## src/rtl/display_pkg.sv

```systemverilog
// display_pkg: constants and types shared by the display pipeline.
//   LINE_PIXELS         - pixels in one scan line; also the line RAM depth
//   PIXEL_WIDTH         - RGB565 pixel word width
//   line_reader_state_t - line_reader FSM states
package display_pkg;

  localparam int LINE_PIXELS = 480;
  localparam int PIXEL_WIDTH = 16;

  typedef enum logic [1:0] {
    IDLE   = 2'd0,
    STREAM = 2'd1,
    FINISH = 2'd2
  } line_reader_state_t;

endpackage

```

## src/rtl/line_reader_if.sv

```systemverilog
// line_reader_if: valid/ready pixel stream from the line reader to the serializer.
//   pixelData  - RGB565 pixel word
//   pixelValid - pixelData holds a valid word
//   pixelReady - sink accepts; a transfer happens when pixelValid && pixelReady
//   pixelLast  - marks the final pixel of the line
// master = line reader side, slave = serializer side.
interface line_reader_if #(
  parameter int DATA_WIDTH = display_pkg::PIXEL_WIDTH
);

  logic [DATA_WIDTH-1:0] pixelData;
  logic                  pixelValid;
  logic                  pixelReady;
  logic                  pixelLast;

  modport master (
    output pixelData,
    output pixelValid,
    output pixelLast,
    input  pixelReady
  );

  modport slave (
    input  pixelData,
    input  pixelValid,
    input  pixelLast,
    output pixelReady
  );

endinterface

```

## src/rtl/line_reader_pixel_fifo2.sv

```systemverilog
// pixel_fifo2: two-entry FIFO between the line RAM read port and the pixel stream.
//   clock, reset - rising-edge clock, asynchronous active-high reset
//   push, din    - write din when push (accepted if not full, or full with a pop this cycle)
//   pop          - drop the head word (ignored when empty)
//   head         - word at the head of the FIFO
//   count        - number of stored words (0..2)
module pixel_fifo2 #(
  parameter int WIDTH = 16
) (
  input  logic             clock,
  input  logic             reset,
  input  logic             push,
  input  logic [WIDTH-1:0] din,
  input  logic             pop,
  output logic [WIDTH-1:0] head,
  output logic [1:0]       count
);

  logic [WIDTH-1:0] mem_r [2];
  logic             wr_ptr_r;
  logic             rd_ptr_r;
  logic [1:0]       count_r;
  logic             do_push_s;
  logic             do_pop_s;

  assign do_pop_s  = pop && (count_r != 2'd0);
  // When full, a push is only safe because the slot it lands in is being popped.
  assign do_push_s = push && ((count_r != 2'd2) || do_pop_s);

  assign head  = mem_r[rd_ptr_r];
  assign count = count_r;

  // Storage, pointers and occupancy.
  always_ff @(posedge clock or posedge reset) begin
    if (reset) begin
      mem_r[0] <= '0;
      mem_r[1] <= '0;
      wr_ptr_r <= 1'b0;
      rd_ptr_r <= 1'b0;
      count_r  <= 2'd0;
    end else begin
      if (do_push_s) begin
        mem_r[wr_ptr_r] <= din;
        wr_ptr_r        <= ~wr_ptr_r;
      end
      if (do_pop_s) begin
        rd_ptr_r <= ~rd_ptr_r;
      end
      case ({do_push_s, do_pop_s})
        2'b10:   count_r <= count_r + 2'd1;
        2'b01:   count_r <= count_r - 2'd1;
        default: count_r <= count_r;
      endcase
    end
  end

endmodule

```

## src/rtl/line_reader.sv

```systemverilog
// line_reader: streams one scan line from the line RAM as RGB565 words.
//   clock, reset - rising-edge clock, asynchronous active-high reset
//   start        - request a line; honoured only while busy=0
//   pixelCount   - pixels in the line, sampled with start (clamped to LINE_PIXELS)
//   busy, done   - line in progress / one-cycle completion pulse
//   readAddress  - registered line RAM read address
//   readData     - line RAM output (synchronous RAM: address sampled one edge after issue)
//   pix          - pixel stream master port
//
// Read pipeline: an issue registers readAddress (addr_pending_r); the RAM samples it at
// the next edge and the word then sits on readData (in_flight_r) until captured into the
// FIFO. Issues are limited so that FIFO words plus the word on readData stay below two
// after this cycle's pop. That keeps one pixel per clock with ready high, and when the
// FIFO is full the readData word simply waits: no new address is issued, so the RAM keeps
// re-reading the same location and readData stays valid until there is room.
module line_reader #(
  parameter int LINE_PIXELS = display_pkg::LINE_PIXELS,
  parameter int ADDR_WIDTH  = 9,
  parameter int DATA_WIDTH  = display_pkg::PIXEL_WIDTH
) (
  input  logic                  clock,
  input  logic                  reset,
  input  logic                  start,
  input  logic [ADDR_WIDTH-1:0] pixelCount,
  output logic                  busy,
  output logic                  done,
  output logic [ADDR_WIDTH-1:0] readAddress,
  input  logic [DATA_WIDTH-1:0] readData,
  line_reader_if.master         pix
);

  import display_pkg::*;

  localparam logic [ADDR_WIDTH-1:0] MAX_COUNT = ADDR_WIDTH'(LINE_PIXELS);
  localparam logic [ADDR_WIDTH-1:0] ZERO      = {ADDR_WIDTH{1'b0}};
  localparam logic [ADDR_WIDTH-1:0] ONE       = {{(ADDR_WIDTH-1){1'b0}}, 1'b1};

  line_reader_state_t    state_r;
  line_reader_state_t    state_s;
  logic [ADDR_WIDTH-1:0] count_r;
  logic [ADDR_WIDTH-1:0] issued_r;
  logic [ADDR_WIDTH-1:0] popped_r;
  logic                  addr_pending_r;
  logic                  in_flight_r;
  logic [1:0]            fifo_count_s;
  logic [DATA_WIDTH-1:0] fifo_head_s;
  logic [2:0]            occupancy_s;
  logic                  accept_s;
  logic                  pop_s;
  logic                  last_s;
  logic                  issue_s;
  logic                  capture_s;

  pixel_fifo2 #(
    .WIDTH (DATA_WIDTH)
  ) u_fifo (
    .clock (clock),
    .reset (reset),
    .push  (capture_s),
    .din   (readData),
    .pop   (pop_s),
    .head  (fifo_head_s),
    .count (fifo_count_s)
  );

  assign accept_s  = (state_r == IDLE) && start;
  assign pop_s     = pix.pixelValid && pix.pixelReady;
  assign last_s    = (popped_r == (count_r - ONE));
  assign occupancy_s = {1'b0, fifo_count_s} + {2'b00, in_flight_r} - {2'b00, pop_s};
  assign issue_s   = (state_r == STREAM) && (issued_r < count_r) && (occupancy_s < 3'd2);
  // The readData word is taken as soon as the FIFO has (or is making) room.
  assign capture_s = in_flight_r && ((fifo_count_s != 2'd2) || pop_s);

  assign pix.pixelData  = fifo_head_s;
  assign pix.pixelValid = (fifo_count_s != 2'd0);
  assign pix.pixelLast  = pix.pixelValid && last_s;
  assign busy = (state_r != IDLE);
  assign done = (state_r == FINISH);

  // FSM state register.
  always_ff @(posedge clock or posedge reset) begin
    if (reset) begin
      state_r <= IDLE;
    end else begin
      state_r <= state_s;
    end
  end

  // FSM next-state logic.
  always_comb begin
    state_s = state_r;
    case (state_r)
      IDLE: begin
        if (start) begin
          if (pixelCount == ZERO) begin
            state_s = FINISH;
          end else begin
            state_s = STREAM;
          end
        end else begin
          state_s = IDLE;
        end
      end
      STREAM: begin
        if (pop_s && last_s) begin
          state_s = FINISH;
        end else begin
          state_s = STREAM;
        end
      end
      FINISH:  state_s = IDLE;
      default: state_s = IDLE;
    endcase
  end

  // Line count, issue/pop counters and the RAM read pipeline.
  always_ff @(posedge clock or posedge reset) begin
    if (reset) begin
      count_r        <= ZERO;
      issued_r       <= ZERO;
      popped_r       <= ZERO;
      readAddress    <= ZERO;
      addr_pending_r <= 1'b0;
      in_flight_r    <= 1'b0;
    end else begin
      if (accept_s) begin
        count_r  <= (pixelCount > MAX_COUNT) ? MAX_COUNT : pixelCount;
        issued_r <= ZERO;
        popped_r <= ZERO;
      end else begin
        if (issue_s) begin
          issued_r <= issued_r + ONE;
        end
        if (pop_s) begin
          popped_r <= popped_r + ONE;
        end
      end
      if (issue_s) begin
        readAddress <= issued_r;
      end
      addr_pending_r <= issue_s;
      in_flight_r    <= addr_pending_r | (in_flight_r & ~capture_s);
    end
  end

endmodule

```

## src/flat_wrapper.sv

```systemverilog
// flat-port wrapper written by rule: the top's interface ports become plain ports
module line_reader_flat import display_pkg::*;
#(
  parameter int LINE_PIXELS = display_pkg::LINE_PIXELS,
  parameter int ADDR_WIDTH  = 9,
  parameter int DATA_WIDTH  = display_pkg::PIXEL_WIDTH
)
  (clock, reset, start, pixelCount, busy, done, readAddress, readData, pix_pixelData, pix_pixelValid, pix_pixelLast, pix_pixelReady);
  line_reader_if #(.DATA_WIDTH(DATA_WIDTH)) pix_i ();
  input  logic clock;
  input  logic reset;
  input  logic start;
  input  logic [ADDR_WIDTH-1:0] pixelCount;
  output logic busy;
  output logic done;
  output logic [ADDR_WIDTH-1:0] readAddress;
  input  logic [DATA_WIDTH-1:0] readData;
  output wire logic [$bits(pix_i.pixelData)-1:0] pix_pixelData;
  output wire logic [$bits(pix_i.pixelValid)-1:0] pix_pixelValid;
  output wire logic [$bits(pix_i.pixelLast)-1:0] pix_pixelLast;
  input wire logic [$bits(pix_i.pixelReady)-1:0] pix_pixelReady;
  assign pix_pixelData = pix_i.pixelData;
  assign pix_pixelValid = pix_i.pixelValid;
  assign pix_pixelLast = pix_i.pixelLast;
  assign pix_i.pixelReady = pix_pixelReady;
  line_reader #(.LINE_PIXELS(LINE_PIXELS), .ADDR_WIDTH(ADDR_WIDTH), .DATA_WIDTH(DATA_WIDTH)) u_core (.clock(clock), .reset(reset), .start(start), .pixelCount(pixelCount), .busy(busy), .done(done), .readAddress(readAddress), .readData(readData), .pix(pix_i));
endmodule
```

## config.mk

```make
export PLATFORM = sky130hd
export DESIGN_NAME = line_reader_flat
export DESIGN_NICKNAME = d
export VERILOG_FILES = /design/src/rtl/display_pkg.sv /design/src/rtl/line_reader_if.sv /design/src/rtl/line_reader_pixel_fifo2.sv /design/src/rtl/line_reader.sv /design/src/flat_wrapper.sv
export SDC_FILE = /design/constraint.sdc
export NUM_CORES = 1
export LEC_CHECK = 0
export ABC_AREA = 1
export CORE_AREA = 2 2 91 93
export DETAILED_ROUTE_END_ITERATION = 7
export DIE_AREA = 0 0 93 95
export PLACE_DENSITY = 0.88
export REMOVE_ABC_BUFFERS = 1
export SLEW_MARGIN = 10
export SYNTH_ARGS = -nofsm -noshare
export SYNTH_HDL_FRONTEND = slang
export SYNTH_SLANG_ARGS = --single-unit
```

## constraint.sdc

```tcl
create_clock -name clock -period 3.29 [get_ports clock]
set_input_delay 0.658 -clock clock [delete_from_list [all_inputs] [get_ports clock]]
set_output_delay 0.658 -clock clock [all_outputs]
set_load 0.05 [all_outputs]
```

==> results of run 1 <==
==> registers in the layout, summed over array words and instances, names as in the netlist, 2 cells and up <==
name                 cells
u_core.u_fifo.mem_r     32
u_core.count_r           9
u_core.issued_r          9
u_core.popped_r          9
u_core.readAddress       9
u_core.state_r           2
u_core.u_fifo.count      2
==> power groups by stage <==
stage               sequential, W  clock [W]  combinational, W
global placement          0.00155          0           0.00272
CTS                       0.00156   0.000830           0.00283
finish                    0.00156   0.000821           0.00282
global route              0.00161   0.000884           0.00312
detailed placement        0.00157          0           0.00281
floorplan                 0.00158          0           0.00201
==> repair_timing <==
| item | CTS | global route |
|---|---|---|
| resized for setup | 1 | 0 |
| setup endpoints to repair | 1 | 0 |
| hold buffers | 0 | 0 |
==> area by class of cell <==
class                           count  area share [%]
Multi-Input combinational cell    333            37.9
Timing Repair Buffer               65            12.6
Inverter                           67            4.94
Tap cell                          105            2.58
Sequential cell                    76            37.4
Clock buffer                       11            2.97
Clock inverter                      5            1.62
==> worst max-delay path by stage <==
| stage | endpoint | slack [ns] | from |
|---|---|---|---|
| 3_5_place_dp | u_core.readAddress[7] | 0.13 | pix_pixelReady |
| 5_1_grt | pix_pixelLast | 0.01 | u_core.count_r[0] |
| 3_3_place_gp | u_core.issued_r[1] | 0.17 | pix_pixelReady |
| 6_report | pix_pixelLast | 0.18 | u_core.count_r[0] |
| 4_1_cts | pix_pixelLast | 0.24 | u_core.count_r[0] |
| 2_1_floorplan | u_core.issued_r[1] | 0.58 | pix_pixelReady |
==> per-stage QoR <==
stage	std cells	power (W)
after floorplan	476	0.00359
after global placement	646	0.00427
after detailed placement	646	0.00438
after CTS	662	0.00522
after global routing	662	0.00561
final	662	0.00520
==> cells in the mapped netlist (3+ instances only) <==
library cell               count
sky130_fd_sc_hd__a21oi_1      11
sky130_fd_sc_hd__buf_2         3
sky130_fd_sc_hd__buf_6         5
sky130_fd_sc_hd__clkbuf_1      6
sky130_fd_sc_hd__dfrtp_1      76
sky130_fd_sc_hd__ha_1         13
sky130_fd_sc_hd__inv_1        62
sky130_fd_sc_hd__inv_2         5
sky130_fd_sc_hd__mux2_2       16
sky130_fd_sc_hd__nand2_1     127
sky130_fd_sc_hd__nand2_2       5
sky130_fd_sc_hd__nand3_1      27
sky130_fd_sc_hd__nand4_1      15
sky130_fd_sc_hd__nor2_1       21
sky130_fd_sc_hd__nor2_2        5
sky130_fd_sc_hd__nor3_1        6
sky130_fd_sc_hd__o21ai_0      30
sky130_fd_sc_hd__o21ai_2      21
sky130_fd_sc_hd__xnor2_1       4
sky130_fd_sc_hd__xor2_1       10
==> routing by layer <==
layer | global-route usage, % | up-vias | wire [µm]
met3 | 5.75 | 11 | 455
met1 | 27.9 | 1663 | 3930
met4 | 6.13 | 0 | 84
met2 | 36.7 | 102 | 4350
li1 | - | 1709 | -
met5 | 0 | - | 0
==> cells by family after synthesis <==
family,after synthesis
AO/OA/AOI/OAI,71
XOR/XNOR,14
adder cells (fa/ha/maj),14
buffers and inverters,82
flip-flops,76
multiplexers,16
AND/OR/NAND/NOR,218
==> worst reg2reg max path, delay by kind of cell, from the launching register on <==
family | cells | cell delay (ns)
and+or+nand+nor | 5 | 0.79
xor gates and xnor gates | 1 | 0.16
AOI/OAI and AO/OA | 1 | 0.13
DFF | 1 | 0.47
adders and majority gates | 2 | 0.61
buffers and inverters | 2 | 0.26
==> PnR_summary.wiki, run 1 <==
{| class="wikitable"
! Metric !! Value
|-
| Result of the run || complete, no violations
|-
| Final GP Congestion || 0.895
|-
| Clk root buf || sky130_fd_sc_hd__clkbuf_8
|-
| DR pass1 iterations || 5
|-
| Effective utilization at floorplan || 52.7%
|-
| Data required time of the worst path || 2.63 ns
|-
| Highest attainable clock frequency || 0.321 GHz
|-
| Simple-gate share of the synthesized area || 23.6%
|-
| Family of cells with the greatest summed delay on the critical path || simple AND/OR/NAND/NOR gates
|-
| DRC violation count after routing || 0
|-
| Layout cells sized above 1 || 15.4%
|-
| Mean instance size in the synthesized netlist || 8.51 µm²
|-
| Final core utilization || 64.2%
|-
| Most frequent standard cell in the layout excluding fill and tap cells || sky130_fd_sc_hd__nand2_1
|-
| Clock latency at the later pin of the worst-skew pair || 0.35 ns
|-
| Fin crit period || 3.11 ns
|-
| Antenna violations before repair || 0
|-
| Tightest slew margin relative to the limit || 52.9%
|-
| Max-slew violation count || 0
|-
| Post-synth EDFFs || 0
|-
| Number of different library cells in the post-synthesis netlist || 36
|-
| Pin count of the biggest net entering global routing || 44
|-
| Main combinational cell family by area after synthesis || simple AND/OR/NAND/NOR gates
|-
| Via density per instance || 5.26
|-
| Combined area of the multi-input logic cells || 1930 µm²
|-
| Core footprint || 7930 µm²
|-
| Multiplexer fraction of the synthesized cell area || 4.31%
|-
| Worst-case hold slack || 0.470 ns
|-
| Part of the total power dissipated in combinational logic || 54.2%
|-
| Fill count || 689
|-
| Part of the cycle the worst path needs || 94.6%
|-
| Violation count after the first detailed-routing iteration || 174
|-
| Worst EP arrival || 2.45 ns
|-
| Share of async-settable or async-resettable flops after synthesis || 100%
|-
| Commonest register cell after synthesis || sky130_fd_sc_hd__dfrtp_1
|-
| TritonCTS clock tree || yes
|-
| Area share of the largest cell type after synthesis || 45.5%
|-
| Standard cell with the maximum stage delay on the critical path || sky130_fd_sc_hd__dlygate4sd2_1
|-
| Sequential element share of the synthesized area || 45.5%
|-
| Worst-case reg-to-reg path depth || 11
|-
| Class of the most critical setup path || register to output port
|-
| Setup Fix Bufs, Post-CTS || 0
|-
| Internal Dissipation || 0.00276 W
|-
| Part of the total power dissipated in the clock network || 15.8%
|-
| Biggest cell delay along the critical path || 0.54 ns
|-
| VDD IR-drop max || 460 µV
|-
| Number of cell rows || 33
|-
| Number of clock buffers inserted by TritonCTS || 9
|-
| Post-synthesis cell type with the largest combined area || sky130_fd_sc_hd__dfrtp_1
|-
| Complex-gate fraction of the synthesized area || 11.0%
|-
| Clock skew after layout || 0.00628 ns
|-
| Cell types occupying the most area after synthesis || sky130_fd_sc_hd__dfrtp_1, sky130_fd_sc_hd__nand2_1, sky130_fd_sc_hd__inv_1
|-
| Hold/Removal Path Class || register to register
|-
| H-tree levels || 3
|-
| Most frequent cells in the layout || sky130_fd_sc_hd__nand2_1, sky130_fd_sc_hd__dfrtp_1, sky130_fd_sc_hd__inv_1
|-
| MaxCap Viol Count || 0
|-
| FF-to-FF Start || u_core.u_fifo.count[1]
|-
| Number of port buffers || 57
|-
| Levels on crit path || 11
|-
| Instance count of the mapped netlist || 491
|-
| Measured slew at the worst slew-check pin || 0.706 ns
|-
| Worst Setup End Kind || output port
|-
| Fin. Hold Viols || 0
|-
| Most repeated library cell on the critical path || sky130_fd_sc_hd__nand2_1
|-
| Post-synthesis instance area || 4180 µm²
|-
| Fraction of power spent switching nets || 46.9%
|-
| Average wire per standard cell || 13.3 µm
|-
| Static leakage || 2.53 nW
|-
| Num ports || 58
|-
| Post-synthesis xor/xnor area fraction || 2.93%
|-
| Biggest fanout along the worst timing path || 7
|-
| RSZ-0062 raised after global routing || no
|-
| Beginning of the worst hold path || u_core.addr_pending_r
|-
| Instance area after placement || 4860 µm²
|-
| Worst reg2reg path endpoint || u_core.readAddress[4]
|-
| TNS Setup || 0 ns
|-
| Fin area || 5090 µm²
|-
| Net switching power figure || 0.00244 W
|-
| Leftover overflow at the end of global routing || 0
|-
| Power density normalized to cell area || 1020 nW/µm²
|-
| Reg-to-reg setup timing slack || 0.81 ns
|-
| Syn-to-layout area delta || 21.8%
|-
| Hpwl dp || 6.19 mm
|-
| Maximum clock path buffer count || 2
|-
| Share of synthesized cell area in full adder, half adder and majority cells || 4.37%
|-
| Final #Nets || 595
|-
| Overall global routing resource usage || 21.8%
|-
| Global-route wire length before repair || 15.4 mm
|-
| CP Cell Sequence || inv_2 > ha_1 > nand2_1 > nand2_1 > nand2_1 > nand2_1 > nand2_1 > nor2_1 > nand2_1 > nor2_2 > dlygate4sd2_1
|-
| Sum of buffers and inverters on the critical path || 2
|-
| Endpoint of the worst hold path || u_core.in_flight_r
|-
| Yosys warnings || 0
|-
| Full die area || 8840 µm²
|-
| Clock-pin transition on the worst setup and hold timing paths || 0.08 ns
|-
| Total via count after detailed routing || 3,485
|-
| Post-placement worst setup slack || 0.127 ns
|-
| Count of cells along the worst hold path || 1
|-
| Sequential cell area in the final layout || 1900 µm²
|-
| Total Routed Length || 8.82 mm
|-
| Remaining antenna violation count after routing || 0
|-
| Antenna fix cells || 0
|-
| Worst setup margin || 0.179 ns
|-
| Number of clock sinks || 76
|-
| Startpoint type of the worst setup path || register
|-
| Setup Viol. Count Final || 0
|-
| Yosys reg bits || 76
|-
| Sequential cell fraction of total power || 30.1%
|-
| Via count of the first global-routing pass || 3,483
|-
| X dimension of the die || 93 µm
|-
| Die Y-Extent || 95 µm
|}
(Power assumes the default switching activity.)
==> run 2: changes to the inputs <==
CTS_BUF_LIST = sky130_fd_sc_hd__clkbuf_16   (was default)
==> PnR_summary.wiki, run 2 (synthesis gave the netlist of run 1 again) <==
{| class="wikitable"
! Metric !! Value
|-
| Sequential cell area in the final layout || 1900 µm²
|-
| Clock-pin transition on the worst setup and hold timing paths || 0.06 ns
|-
| Number of port buffers || 57
|-
| X dimension of the die || 93 µm
|-
| DR pass1 iterations || 4
|-
| GRT met1 Usage || 27.7%
|-
| Fill count || 666
|-
| Num ports || 58
|-
| Core footprint || 7930 µm²
|-
| Power density normalized to cell area || 1050 nW/µm²
|-
| Data required time of the worst path || 2.63 ns
|-
| Met3 routing resource usage after global routing || 4.39%
|-
| Number of cell rows || 33
|-
| Tightest slew margin relative to the limit || 53.7%
|-
| Final core utilization || 65.2%
|-
| Part of the cycle the worst path needs || 92.6%
|-
| Static leakage || 2.56 nW
|-
| Most frequent cells in the layout || sky130_fd_sc_hd__nand2_1, sky130_fd_sc_hd__dfrtp_1, sky130_fd_sc_hd__inv_1
|-
| Highest attainable clock frequency || 0.328 GHz
|-
| Average wire per standard cell || 13.5 µm
|-
| Full die area || 8840 µm²
|-
| Worst EP arrival || 2.39 ns
|-
| RSZ-0062 raised after global routing || no
|-
| Number of flip-flops under the largest register name || 32
|-
| Remaining antenna violation count after routing || 0
|-
| Global-route wire length before repair || 15.3 mm
|-
| Via count of the first global-routing pass || 3,464
|-
| Instance area after placement || 4860 µm²
|-
| Maximum clock path buffer count || 2
|-
| TNS Setup || 0 ns
|-
| Effective utilization at floorplan || 52.7%
|-
| Total Routed Length || 8.93 mm
|-
| Clock skew after layout || 0.00365 ns
|-
| Fin area || 5170 µm²
|-
| Register with the most flip-flops || u_core.u_fifo.mem_r
|-
| Class of the most critical setup path || register to output port
|-
| MaxCap Viol Count || 0
|-
| Hpwl dp || 6.19 mm
|-
| Antenna fix cells || 0
|-
| Final #Nets || 595
|-
| Final GP Congestion || 0.895
|-
| TritonCTS clock tree || yes
|-
| Fin crit period || 3.05 ns
|-
| Total via count after detailed routing || 3,512
|-
| Global routing usage on met2 || 37.1%
|-
| Leftover overflow at the end of global routing || 0
|-
| Hold/Removal Path Class || register to register
|-
| Number of clock buffers inserted by TritonCTS || 9
|-
| VDD IR-drop max || 458 µV
|-
| Worst-case hold slack || 0.462 ns
|-
| Max-slew violation count || 0
|-
| Via density per instance || 5.31
|-
| Syn-to-layout area delta || 23.7%
|-
| Clock latency at the later pin of the worst-skew pair || 0.33 ns
|-
| Die Y-Extent || 95 µm
|-
| Violation count after the first detailed-routing iteration || 185
|-
| Most frequent standard cell in the layout excluding fill and tap cells || sky130_fd_sc_hd__nand2_1
|-
| Layer carrying the most global-route usage || met2
|-
| Clk root buf || sky130_fd_sc_hd__clkbuf_16
|-
| Measured slew at the worst slew-check pin || 0.693 ns
|-
| Combined area of the multi-input logic cells || 1930 µm²
|-
| Fin. Hold Viols || 0
|-
| Result of the run || complete, no violations
|-
| Startpoint type of the worst setup path || register
|-
| Pin count of the biggest net entering global routing || 44
|-
| Antenna violations before repair || 0
|-
| Number of clock sinks || 76
|-
| Overall global routing resource usage || 21.8%
|-
| Setup Fix Bufs, Post-CTS || 0
|-
| Biggest fanout along the worst timing path || 6
|-
| DRC violation count after routing || 0
|-
| Layout cells sized above 1 || 15.1%
|-
| H-tree levels || 3
|-
| Setup Viol. Count Final || 0
|-
| Worst Setup End Kind || output port
|}
run 2: changes by cell type in the layout (fill, tap and decap cells not counted), sizes merged:
cell / delta
clkbuf: -2
clkinv: +2
run 2: final timing paths:
path / cells past startpoint / start / endpoint / slack [ns]
hold reg to reg: 1 / u_core.addr_pending_r / u_core.in_flight_r / 0.46
max in group asynchronous: 3 / reset / u_core.popped_r[5] / 1.86
setup reg to reg: 11 / u_core.u_fifo.count[1] / u_core.readAddress[7] / 0.82
hold / removal: 1 / u_core.addr_pending_r / u_core.in_flight_r / 0.46
setup / recovery: 11 / u_core.count_r[1] / pix_pixelLast / 0.24
min in group asynchronous: 2 / reset / u_core.u_fifo.mem_r[31] / 0.76
run 2: power breakdown:
| group | leakage (nW) | internal (W) | switching (W) |
|---|---|---|---|
| clock | 0.155 | 0.000661 | 0.000379 |
| sequential | 0.974 | 0.00129 | 0.000277 |
| combinational | 1.43 | 0.00101 | 0.00181 |
| total | 2.56 | 0.00295 | 0.00247 |
run 2: timing repair:
| item | 4_1_cts | 5_1_grt |
|---|---|---|
| setup endpoints to repair | 1 | 0 |
| resized for setup | 1 | 0 |
| hold buffers | 0 | 0 |
run 2: metal layers:
metal	part of all wire [%]	up-vias
met5	0	-
met4	1.6	0
met3	6.1	14
met2	49	115
met1	43	1667
li1	-	1716
run 2: cell type report:
class | count | share of cell area [%]
Clock buffer | 9 | 4.36
Clock inverter | 7 | 1.74
Inverter | 67 | 4.86
Multi-Input combinational cell | 333 | 37.3
Sequential cell | 76 | 36.8
Tap cell | 105 | 2.54
Timing Repair Buffer | 65 | 12.4
run 2: stage by stage:
step	std cells	setup WS (ns)	power, W
after floorplan	476	0.585	0.00359
after global placement	646	0.170	0.00427
after detailed placement	646	0.127	0.00438
after CTS	662	0.264	0.00544
after global routing	662	0.0562	0.00583
final	662	0.244	0.00542
run 2: worst max-delay path, stage by stage, from the launching register on:
cell and delay (ns):
sky130_fd_sc_hd__dfrtp_1 0.37, sky130_fd_sc_hd__inv_1 0.13, sky130_fd_sc_hd__ha_1 0.28, sky130_fd_sc_hd__nand2_1 0.13, sky130_fd_sc_hd__nand2_1 0.08, sky130_fd_sc_hd__nand2_1 0.05, sky130_fd_sc_hd__nand2_1 0.05, sky130_fd_sc_hd__nand2_1 0.07
sky130_fd_sc_hd__nor2_1 0.15, sky130_fd_sc_hd__nand2_1 0.08, sky130_fd_sc_hd__nor2_2 0.11, sky130_fd_sc_hd__dlygate4sd2_1 0.54
==> run 3: changes to the inputs <==
CORE_AREA = 2 2 100 102   (was 2 2 91 93)
DIE_AREA = 0 0 102 104   (was 0 0 93 95)
GPL_TIMING_DRIVEN = 0   (was default)
PLACE_DENSITY = 0.76   (was 0.88)
==> PnR_summary.wiki, run 3 (synthesis gave the netlist of run 1 again) <==
{| class="wikitable"
! Metric !! Value
|-
| Part of the total power dissipated in combinational logic || 52.6%
|-
| TNS Setup || 0 ns
|-
| H-tree levels || 3
|-
| Fin crit period || 3.17 ns
|-
| Final non-filler cell total || 685
|-
| DR pass1 iterations || 6
|-
| Total power after layout || 0.00539 W
|-
| Internal Dissipation || 0.00290 W
|-
| Number of cell rows || 36
|-
| Leftover overflow at the end of global routing || 0
|-
| VDD IR-drop max || 410 µV
|-
| Maximum clock path buffer count || 2
|-
| Instance area after placement || 4840 µm²
|-
| Number of clock buffers inserted by TritonCTS || 9
|-
| Result of the run || complete, no violations
|-
| Effective utilization at floorplan || 43.8%
|-
| RSZ-0062 raised after global routing || no
|-
| Worst reg2reg path endpoint || u_core.issued_r[1]
|-
| X dimension of the die || 102 µm
|-
| Net switching power figure || 0.00250 W
|-
| Startpoint type of the worst setup path || input port
|-
| Class of the most critical setup path || input port to register
|-
| Layout cells sized above 1 || 14.7%
|-
| TritonCTS clock tree || yes
|-
| Overall global routing resource usage || 17.3%
|-
| Syn-to-layout area delta || 23.5%
|-
| Static leakage || 2.53 nW
|-
| Clock skew after layout || 0.00698 ns
|-
| Antenna fix cells || 0
|-
| Fin area || 5160 µm²
|-
| Total via count after detailed routing || 3,422
|-
| Measured slew at the worst slew-check pin || 1.06 ns
|-
| Max-slew violation count || 0
|-
| Final GP Congestion || 0.919
|-
| Number of placed instances with taps included || 667
|-
| Number of flip-flops under the largest register name || 32
|-
| Setup Viol. Count Final || 0
|-
| Global-route wire length before repair || 14.8 mm
|-
| Remaining antenna violation count after routing || 0
|-
| Reg-to-reg setup timing slack || 0.60 ns
|-
| Num ports || 58
|-
| Highest attainable clock frequency || 0.315 GHz
|-
| Number of port buffers || 57
|-
| Most frequent standard cell in the layout excluding fill and tap cells || sky130_fd_sc_hd__nand2_1
|-
| Register with the most flip-flops || u_core.u_fifo.mem_r
|-
| FF-to-FF Start || u_core.u_fifo.count[1]
|-
| Hpwl dp || 6.20 mm
|-
| MaxCap Viol Count || 0
|-
| Beginning of the worst hold path || u_core.addr_pending_r
|-
| Clock latency at the later pin of the worst-skew pair || 0.33 ns
|-
| Hold-fix buffers at CTS || 0
|-
| Average wire per standard cell || 12.9 µm
|-
| Part of the cycle the worst path needs || 96.4%
|-
| Launch point of the worst path || pix_pixelReady
|-
| Hold/Removal Path Class || register to register
|-
| Clk root buf || sky130_fd_sc_hd__clkbuf_16
|-
| Final #Nets || 590
|-
| Biggest fanout along the worst timing path || 24
|-
| Part of the total power dissipated in the clock network || 17.9%
|-
| Core footprint || 9550 µm²
|-
| Violation count after the first detailed-routing iteration || 122
|-
| Count of cells along the worst hold path || 1
|-
| Worst-case reg-to-reg path depth || 11
|-
| Power density normalized to cell area || 1040 nW/µm²
|-
| Most frequent cells in the layout || sky130_fd_sc_hd__nand2_1, sky130_fd_sc_hd__dfrtp_1, sky130_fd_sc_hd__inv_1
|-
| Full die area || 10,600 µm²
|-
| Via count of the first global-routing pass || 3,259
|-
| Sequential cell fraction of total power || 29.5%
|-
| Worst Setup End Kind || register
|-
| Endpoint of the worst hold path || u_core.in_flight_r
|-
| Die Y-Extent || 104 µm
|-
| DRC violation count after routing || 0
|-
| Data required time of the worst path || 3.56 ns
|-
| Fin. Hold Viols || 0
|-
| Tightest slew margin relative to the limit || 28.8%
|-
| Worst EP arrival || 3.44 ns
|-
| Fraction of power spent switching nets || 46.3%
|-
| Antenna violations before repair || 0
|-
| Clock-pin transition on the worst setup and hold timing paths || 0.06 ns
|-
| Fill count || 881
|-
| Pin count of the biggest net entering global routing || 45
|-
| Total Routed Length || 8.85 mm
|-
| Via density per instance || 5.00
|-
| Number of clock sinks || 76
|}
-- run 3: changes by cell type in the layout (fill, tap and decap cells not counted), sizes merged --
cell	previous run	this run
buf	8	3
clkinvlp	0	2
bufinv	2	1
inv	68	67
-- run 3: area by class of cell --
cell class | instances | area [µm²] | area share (%)
Clock buffer | 9 | 225 | 4.36
Sequential cell | 76 | 1900 | 36.8
Clock inverter | 7 | 67.6 | 1.31
Tap cell | 133 | 166 | 3.22
Timing Repair Buffer | 60 | 604 | 11.7
Multi-Input combinational cell | 333 | 1940 | 37.6
Inverter | 67 | 254 | 4.92
-- run 3: critical path: stages --
cell and delay [ns]:
sky130_fd_sc_hd__clkdlybuf4s50_1 0.61, sky130_fd_sc_hd__inv_2 0.10, sky130_fd_sc_hd__a21oi_4 0.24, sky130_fd_sc_hd__ha_1 0.28, sky130_fd_sc_hd__or2_2 0.31, sky130_fd_sc_hd__fa_1 0.38
sky130_fd_sc_hd__xor2_1 0.17, sky130_fd_sc_hd__nor2_4 0.24, sky130_fd_sc_hd__nand2_8 0.16, sky130_fd_sc_hd__inv_2 0.16, sky130_fd_sc_hd__nand2_1 0.06, sky130_fd_sc_hd__nand2_1 0.07
-- run 3: timing repair --
action                     CTS  global route
pin swaps                    0             1
buffers inserted             0             2
resized for setup            2             1
setup endpoints to repair   20            19
-- run 3: through the flow --
step                worst slack [ns]  hold slack, ns  util (%)
floorplan                      0.585           0.417         -
global placement              -0.493           0.422      50.5
detailed placement            -0.488           0.435      50.7
CTS                           0.0169           0.451      53.8
global route                  0.0293           0.454      54.1
finish                         0.118           0.451      54.1
-- run 3: layer usage --
layer / share of wire [%] / vias up / track usage [%] / wire, µm
met2: 45 / 105 / 27.3 / 4020
li1: - / 1698 / - / -
met3: 5.7 / 11 / 4.10 / 508
met4: 1.4 / 0 / 5.71 / 125
met5: 0 / - / 0 / 0
met1: 47 / 1608 / 23.3 / 4200
-- run 3: power by group through the flow --
stage,Clock [W],Combinational (W),Sequential (W)
floorplan,0,0.00201,0.00158
global placement,0,0.00266,0.00158
detailed placement,0,0.00273,0.00160
CTS,0.000989,0.00276,0.00159
global route,0.00103,0.00312,0.00164
finish,0.000965,0.00284,0.00159
-- run 3: how the worst max path moves through the flow --
stage                                  endpoint  cells after the start  slack, ns
final                        u_core.issued_r[1]                     12       0.12
after global routing      u_core.readAddress[7]                     12       0.03
after CTS                    u_core.issued_r[1]                     12       0.02
after detailed placement  u_core.readAddress[3]                     12      -0.49
after global placement       u_core.popped_r[6]                      2      -0.49
after floorplan              u_core.issued_r[1]                     11       0.58
